`src/rtl/wd_bus_sequencer.sv`:
```
// Bus master for the watchdog_top ABUS/DBUS configuration port: unlock pattern plus
// four-word write windows for configure, init and kick, with auto-kick and fault latch.
module wd_bus_sequencer #(
    parameter logic [15:0] UNLOCK_A  = 16'hAAAA,
    parameter logic [15:0] UNLOCK_B  = 16'h5555,
    parameter logic [15:0] INIT_WORD = 16'h0010,
    parameter logic [15:0] KICK_WORD = 16'h0001,
    parameter int          PERIOD_W  = 16
) (
    input  logic                CLK,
    input  logic                RST,
    input  logic                cfg_req,
    input  logic                init_req,
    input  logic                kick_req,
    input  logic [15:0]         frame_len,
    input  logic [15:0]         svc_len,
    input  logic [15:0]         rst_limit,
    input  logic                auto_en,
    input  logic [PERIOD_W-1:0] kick_period,
    input  logic                fault_clr,
    input  logic                WDFAIL,
    input  logic [2:0]          FLSTAT,
    input  logic                BROWNOUT,
    output logic [2:0]          ABUS,
    output logic [15:0]         DBUS,
    output logic                busy,
    output logic                done,
    output logic                fault,
    output logic [2:0]          fault_code
);

    typedef enum logic [1:0] {
        S_IDLE   = 2'd0,
        S_UNLK_A = 2'd1,
        S_UNLK_B = 2'd2,
        S_WR     = 2'd3
    } state_t;

    typedef enum logic [1:0] {
        OP_CFG  = 2'd0,
        OP_INIT = 2'd1,
        OP_KICK = 2'd2
    } op_t;

    localparam logic [PERIOD_W-1:0] CNT_ONE  = PERIOD_W'(1);
    localparam logic [PERIOD_W-1:0] CNT_ZERO = PERIOD_W'(0);

    state_t              r_state;
    op_t                 r_op;
    logic [1:0]          r_idx;
    logic [15:0]         r_frame;
    logic [15:0]         r_svc;
    logic [15:0]         r_rlim;
    logic                r_cfg_p;
    logic                r_init_p;
    logic                r_kick_p;
    logic                r_armed;
    logic [PERIOD_W-1:0] r_cnt;
    logic                r_wdfail_d;

    logic                w_fault_set;
    logic                w_count_en;
    logic                w_auto_fire;
    logic                w_cfg_any;
    logic                w_init_any;
    logic                w_kick_any;
    logic                w_seq_end;
    logic                w_free;
    logic                w_launch_cfg;
    logic                w_launch_init;
    logic                w_launch_kick;
    logic                w_launch_any;
    logic                w_init_done;
    logic                w_kick_done;
    logic [1:0]          w_wr_idx;
    logic [18:0]         w_next_word;

    // Write-window word {ABUS, DBUS} for a given operation and slot index.
    function automatic logic [18:0] wr_word(input op_t op, input logic [1:0] idx,
                                            input logic [15:0] f, input logic [15:0] s,
                                            input logic [15:0] r);
        logic [18:0] w;
        w = {3'b010, 16'h0000};
        case (op)
            OP_CFG: begin
                case (idx)
                    2'd0:    w = {3'b000, f};
                    2'd1:    w = {3'b001, s};
                    2'd2:    w = {3'b011, r};
                    default: w = {3'b010, 16'h0000};
                endcase
            end
            OP_INIT: w = (idx == 2'd0) ? {3'b010, INIT_WORD} : {3'b010, 16'h0000};
            OP_KICK: w = (idx == 2'd0) ? {3'b010, KICK_WORD} : {3'b010, 16'h0000};
            default: w = {3'b000, 16'h0000};
        endcase
        return w;
    endfunction

    // Fault detection, auto-kick expiry, request merging and launch arbitration.
    always_comb begin
        w_fault_set   = ((WDFAIL & ~r_wdfail_d) | BROWNOUT) & (~fault | fault_clr);
        w_count_en    = r_armed & auto_en & ~fault & (kick_period != CNT_ZERO);
        w_auto_fire   = w_count_en & (r_cnt == CNT_ONE);
        w_cfg_any     = r_cfg_p | cfg_req;
        w_init_any    = r_init_p | init_req;
        w_kick_any    = r_kick_p | kick_req | w_auto_fire;
        w_seq_end     = (r_state == S_WR) & (r_idx == 2'd3);
        w_free        = (r_state == S_IDLE) | w_seq_end;
        w_launch_cfg  = w_free & w_cfg_any;
        w_launch_init = w_free & ~w_cfg_any & w_init_any;
        // A held fault blocks only kicks; the kick request stays pending.
        w_launch_kick = w_free & ~w_cfg_any & ~w_init_any & w_kick_any & ~fault;
        w_launch_any  = w_launch_cfg | w_launch_init | w_launch_kick;
        w_init_done   = w_seq_end & (r_op == OP_INIT);
        w_kick_done   = w_seq_end & (r_op == OP_KICK);
    end

    // Next write word: slot 0 after UNLK_B, otherwise the slot after the current one.
    always_comb begin
        if (r_state == S_WR) begin
            w_wr_idx = r_idx + 2'd1;
        end else begin
            w_wr_idx = 2'd0;
        end
        w_next_word = wr_word(r_op, w_wr_idx, r_frame, r_svc, r_rlim);
    end

    // Sequencer FSM with registered bus, busy and done outputs.
    always_ff @(posedge CLK or posedge RST) begin
        if (RST) begin
            r_state <= S_IDLE;
            r_op    <= OP_CFG;
            r_idx   <= 2'd0;
            r_frame <= 16'h0000;
            r_svc   <= 16'h0000;
            r_rlim  <= 16'h0000;
            ABUS    <= 3'b000;
            DBUS    <= 16'h0000;
            busy    <= 1'b0;
            done    <= 1'b0;
        end else begin
            done <= w_seq_end;
            if (w_free) begin
                r_idx <= 2'd0;
                if (w_launch_any) begin
                    r_state <= S_UNLK_A;
                    ABUS    <= 3'b000;
                    DBUS    <= UNLOCK_A;
                    busy    <= 1'b1;
                    if (w_launch_cfg) begin
                        r_op    <= OP_CFG;
                        r_frame <= frame_len;
                        r_svc   <= svc_len;
                        r_rlim  <= rst_limit;
                    end else if (w_launch_init) begin
                        r_op <= OP_INIT;
                    end else begin
                        r_op <= OP_KICK;
                    end
                end else begin
                    r_state <= S_IDLE;
                    ABUS    <= 3'b000;
                    DBUS    <= 16'h0000;
                    busy    <= 1'b0;
                end
            end else begin
                case (r_state)
                    S_UNLK_A: begin
                        r_state <= S_UNLK_B;
                        ABUS    <= 3'b000;
                        DBUS    <= UNLOCK_B;
                    end
                    S_UNLK_B: begin
                        r_state      <= S_WR;
                        r_idx        <= 2'd0;
                        {ABUS, DBUS} <= w_next_word;
                    end
                    S_WR: begin
                        r_idx        <= r_idx + 2'd1;
                        {ABUS, DBUS} <= w_next_word;
                    end
                    default: begin
                        r_state <= S_IDLE;
                        ABUS    <= 3'b000;
                        DBUS    <= 16'h0000;
                        busy    <= 1'b0;
                    end
                endcase
            end
        end
    end

    // Pending request flags; only the launched one clears.
    always_ff @(posedge CLK or posedge RST) begin
        if (RST) begin
            r_cfg_p  <= 1'b0;
            r_init_p <= 1'b0;
            r_kick_p <= 1'b0;
        end else begin
            r_cfg_p  <= w_cfg_any & ~w_launch_cfg;
            r_init_p <= w_init_any & ~w_launch_init;
            r_kick_p <= w_kick_any & ~w_launch_kick;
        end
    end

    // Sticky fault latch; a new fault condition beats fault_clr on the same edge.
    always_ff @(posedge CLK or posedge RST) begin
        if (RST) begin
            r_wdfail_d <= 1'b0;
            fault      <= 1'b0;
            fault_code <= 3'b000;
        end else begin
            r_wdfail_d <= WDFAIL;
            if (w_fault_set) begin
                fault      <= 1'b1;
                fault_code <= FLSTAT;
            end else if (fault_clr) begin
                fault      <= 1'b0;
                fault_code <= 3'b000;
            end else begin
                fault      <= fault;
                fault_code <= fault_code;
            end
        end
    end

    // Armed flag and auto-kick down-counter; completed init or kick reloads the period.
    always_ff @(posedge CLK or posedge RST) begin
        if (RST) begin
            r_armed <= 1'b0;
            r_cnt   <= CNT_ZERO;
        end else begin
            if (w_fault_set) begin
                r_armed <= 1'b0;
            end else if (w_init_done) begin
                r_armed <= 1'b1;
            end else begin
                r_armed <= r_armed;
            end
            if (w_init_done | w_kick_done) begin
                r_cnt <= kick_period;
            end else if (w_count_en) begin
                if ((r_cnt == CNT_ONE) || (r_cnt == CNT_ZERO)) begin
                    r_cnt <= kick_period;
                end else begin
                    r_cnt <= r_cnt - CNT_ONE;
                end
            end else begin
                r_cnt <= r_cnt;
            end
        end
    end

endmodule
```
`config.mk`:
```
export PLATFORM = sky130hd
export DESIGN_NAME = wd_bus_sequencer
export DESIGN_NICKNAME = d
export VERILOG_FILES = /design/src/rtl/wd_bus_sequencer.sv
export SDC_FILE = /design/constraint.sdc
export NUM_CORES = 1
export LEC_CHECK = 0
export BUFFER_PORTS_ARGS = -buffer_cell sky130_fd_sc_hd__buf_2
export CORE_ASPECT_RATIO = 1.2
export CORE_MARGIN = 2
export CORE_UTILIZATION = 55
export DETAILED_ROUTE_END_ITERATION = 16
export MAX_ROUTING_LAYER = met4
export PLACE_DENSITY = 0.88
export SYNTH_ARGS = -nofsm -noshare
export SYNTH_HDL_FRONTEND = slang
export SYNTH_SLANG_ARGS = --single-unit
```
`constraint.sdc`:
```
create_clock -name CLK -period 4.04 [get_ports CLK]
set_input_delay 0.404 -clock CLK [delete_from_list [all_inputs] [get_ports CLK]]
set_output_delay 0.404 -clock CLK [all_outputs]
set_load 0.1 [all_outputs]
```
==> out/metrics.csv <==
stage;metric;value;unit
drt;routedWlPerCell;17.68;um
setup_path;end_kind;flip-flop;
power_and_ir_drop;peakVddDrop;0.0002786;V
layout;drive_gt1_share;35.63;%
drt;viasPerCell;5.874;
die;start_util;56.03;%
clock_network;cts_setup_buffers;0;
sta;skew;0.01625;ns
power_and_ir_drop;comb_power_share;47.7;%
power_and_ir_drop;p_per_area;780.8;mW/mm2
grt;antenna_found_initial;0;
synth;synth_area;0.004747;mm2
drt;antenna_left;0;
setup_path;startpoint;r_state[1]$_DFFE_PP0P_;
clock_network;clock_sinks;99;
sta;slew_viol_final;0;
setup_path;rr_worst_depth;6;
drt;drcViolationCount;0;
clock_network;numCtsBuffers;9;
setup_path;cp-start-kind;flip-flop;
synth;ys_warn_count;0;
layout;areaGrowthSynthToFinish;16.63;%
clock_network;postCtsHoldBufs;0;
sta;tightest_slew;0.9176;ns
setup_path;reg2reg_from;r_state[1]$_DFFE_PP0P_;
sta;whs;0.1514;ns
synth;synthFlopType;dfrtp_1;
place;gp_congestion;0.8807;
die;io_pins;101;
layout;diodes;0;
place;dp_slack;1.366;ns
die;die_h;105.8;um
sta;fin_crit;2.710;ns
grt;grt_pass1_wl;17310;um
setup_path;rrSetupSlack;1.33;ns
drt;routed-via-count;3671;
clock_network;cts.path.max_buffers;2;
grt;grt_pass1_vias;3579;
sta;hold_viol;0;
place;dp_hpwl;7843;um
grt;grt_overflow;0;
clock_network;htree_levels;3;
sta;min_period_over_period;67.08;%
setup_path;arrival;2.97;ns
sta;final.setup.tns;0;ns
grt;grt_start_max_net_pins;75;
power_and_ir_drop;power;0.004323;W
drt;dr.pass1.iters;5;
power_and_ir_drop;power_leakage;2.563;nW
setup_path;reg2reg_to;r_cnt[15]$_DFFE_PP0P_;
worst_hold_path;worstHoldStart;WDFAIL;
sta;rsz0062_at_grt;false;
drt;drtIter0Drc;302;
die;core;0.008472;mm2
clock_network;path_clk_slew;0.10;ns
clock_network;cts_tree;yes;
die;rows;37;
synth;ys_async_sr_fraction;100.0;%
worst_hold_path;hold_class;in2reg;
sta;fmax;369.0;MHz
outcome;status;completed;
synth;ys_seq_area_share;52.19;%
clock_network;cts_resized;0;
setup_path;crit_path_max_fanout;19;
clock_network;clock_latency;0.38;ns
synth;syn_nets;499;
layout;final_util;65.35;%
die;die_width;88.81;um
sta;setup_ws;1.330;ns
worst_hold_path;min_delay_worst_endpoint;r_wdfail_d$_DFF_PP0_;
setup_path;path_class;reg2reg;
synth;synth-edff-count;0;
power_and_ir_drop;seqPwrFrac;38.0;%
sta;slew_headroom;38.83;%
die;die_area;0.009393;mm2
synth;synthDistinctLibCells;51;
power_and_ir_drop;switchingPower;0.001971;W
clock_network;cts_root_buf;clkbuf_8;
flow_run;drv_cap;0;
setup_path;crit_required;4.30;ns
grt;grt_usage;24.72;%
sta;setup_violations;0;
power_and_ir_drop;p_int;0.002351;W
place;numPortBuffers;99;
drt;drt_wl_total;11050;um
power_and_ir_drop;swShare;45.61;%
worst_hold_path;hold_path_depth;1;
power_and_ir_drop;power_frac_clock;14.3;%
synth;postSynthAreaPerCell;11.61;um2
synth;synthCells;409;
layout;layout.nets;593;
synth;ys_ff_latch;99;
layout;fillers;640;
==> power groups by stage <==
stage	sequential (W)	combinational [W]	clock [W]
after floorplan	0.00221	0.00105	0
after CTS	0.00164	0.00207	0.000626
after global placement	0.00162	0.00199	0
after global routing	0.00168	0.00219	0.000671
after detailed placement	0.00165	0.00204	0
final	0.00164	0.00206	0.000618
==> critical path, cell delays in order, from the launching register on <==
cell,delay [ns]
dfrtp_1,0.52
ha_1,0.37
and2_1,0.21
o21ai_0,0.16
o21a_1,0.80
mux2_4,0.35
o22a_1,0.19
==> cell families (layout without fill, tap and decap cells) <==
family	after synthesis	after routing	share of synthesized area, %
fa+ha+maj	14	14	3.690
buf+inv	38	137	3.374
simple gates	105	105	12.34
other cells	1	1	0.07900
mux	63	63	14.65
compound gates	89	89	13.68
flops	99	99	52.19
==> through the flow <==
stage / cells / instance area (um2)
CTS: 625 / 5537
floorplan: 409 / 4747
finish: 625 / 5537
global route: 625 / 5537
detailed placement: 609 / 5340
global placement: 609 / 5340
==> registers in the layout, indices dropped and copies added (netlist names) <==
name	flops
r_wdfail_d	1
r_idx	2
ABUS	2
fault_code	3
r_svc	16
r_rlim	16
r_armed	1
done	1
r_init_p	1
r_kick_p	1
busy	1
DBUS	16
r_cfg_p	1
r_frame	16
fault	1
r_state	2
r_op	2
r_cnt	16
==> cells in the final DEF (no fill, tap or decap), types with 8 or more instances in the layout <==
master / netlist / layout
dfrtp_1: 99 / 99
buf_2: 5 / 99
mux2_2: 48 / 48
nor2_1: 28 / 27
nand2_1: 23 / 23
o21ai_0: 17 / 17
inv_1: 17 / 16
a222oi_1: 14 / 14
mux2i_1: 14 / 14
ha_1: 14 / 14
nor3_1: 10 / 10
o21a_1: 9 / 9
clkbuf_8: 0 / 9
a21oi_1: 8 / 8
o21bai_1: 8 / 8
==> cells in the mapped netlist, types with 3 or more instances <==
cell	number	area, um2
buf_2	5	25.02
nand2_1	23	86.33
nand3b_1	5	37.54
o22ai_1	4	25.02
clkbuf_1	10	37.54
or4_4	3	33.78
nor3_1	10	50.05
mux2i_1	14	140.1
nor4_1	7	43.79
a222oi_1	14	140.1
o2bb2ai_1	6	52.55
inv_1	17	63.81
buf_1	3	11.26
nand3_1	5	25.02
ha_1	14	175.2
dfrtp_1	99	2477
mux2_2	48	540.5
buf_4	3	22.52
a31oi_1	3	18.77
a22oi_1	7	52.55
o21a_1	9	67.56
nor2_1	28	105.1
o21ai_0	17	85.08
nand2b_1	4	25.02
a21oi_1	8	40.04
o21bai_1	8	60.06
==> metal layers <==
| metal | global-route usage [%] | wire (um) |
|---|---|---|
| met2 | 39.93 | 5807 |
| met1 | 30.71 | 4419 |
| met3 | 3.524 | 578 |
| met5 | - | 0 |
| met4 | 10.82 | 242 |
==> area by class of cell <==
cell class | count | area (um2) | share of cell area (%)
clock inverter | 7 | 72.57 | 1.311
clock buffer | 9 | 123.9 | 2.237
multi-input combinational | 272 | 2117 | 38.24
inverter | 17 | 66.31 | 1.198
timing repair buffer | 104 | 533.0 | 9.627
tap | 117 | 146.4 | 2.644
sequential | 99 | 2477 | 44.75
==> how the worst max path moves through the flow <==
| stage | slack (ns) | to |
|---|---|---|
| floorplan | 1.05 | ABUS[0]$_DFF_PP0_ |
| global placement | 1.41 | r_cnt[15]$_DFFE_PP0P_ |
| detailed placement | 1.37 | r_cnt[15]$_DFFE_PP0P_ |
| CTS | 1.35 | r_cnt[15]$_DFFE_PP0P_ |
| global route | 1.16 | r_cnt[15]$_DFFE_PP0P_ |
| finish | 1.33 | r_cnt[15]$_DFFE_PP0P_ |
(Power assumes the default switching activity.)
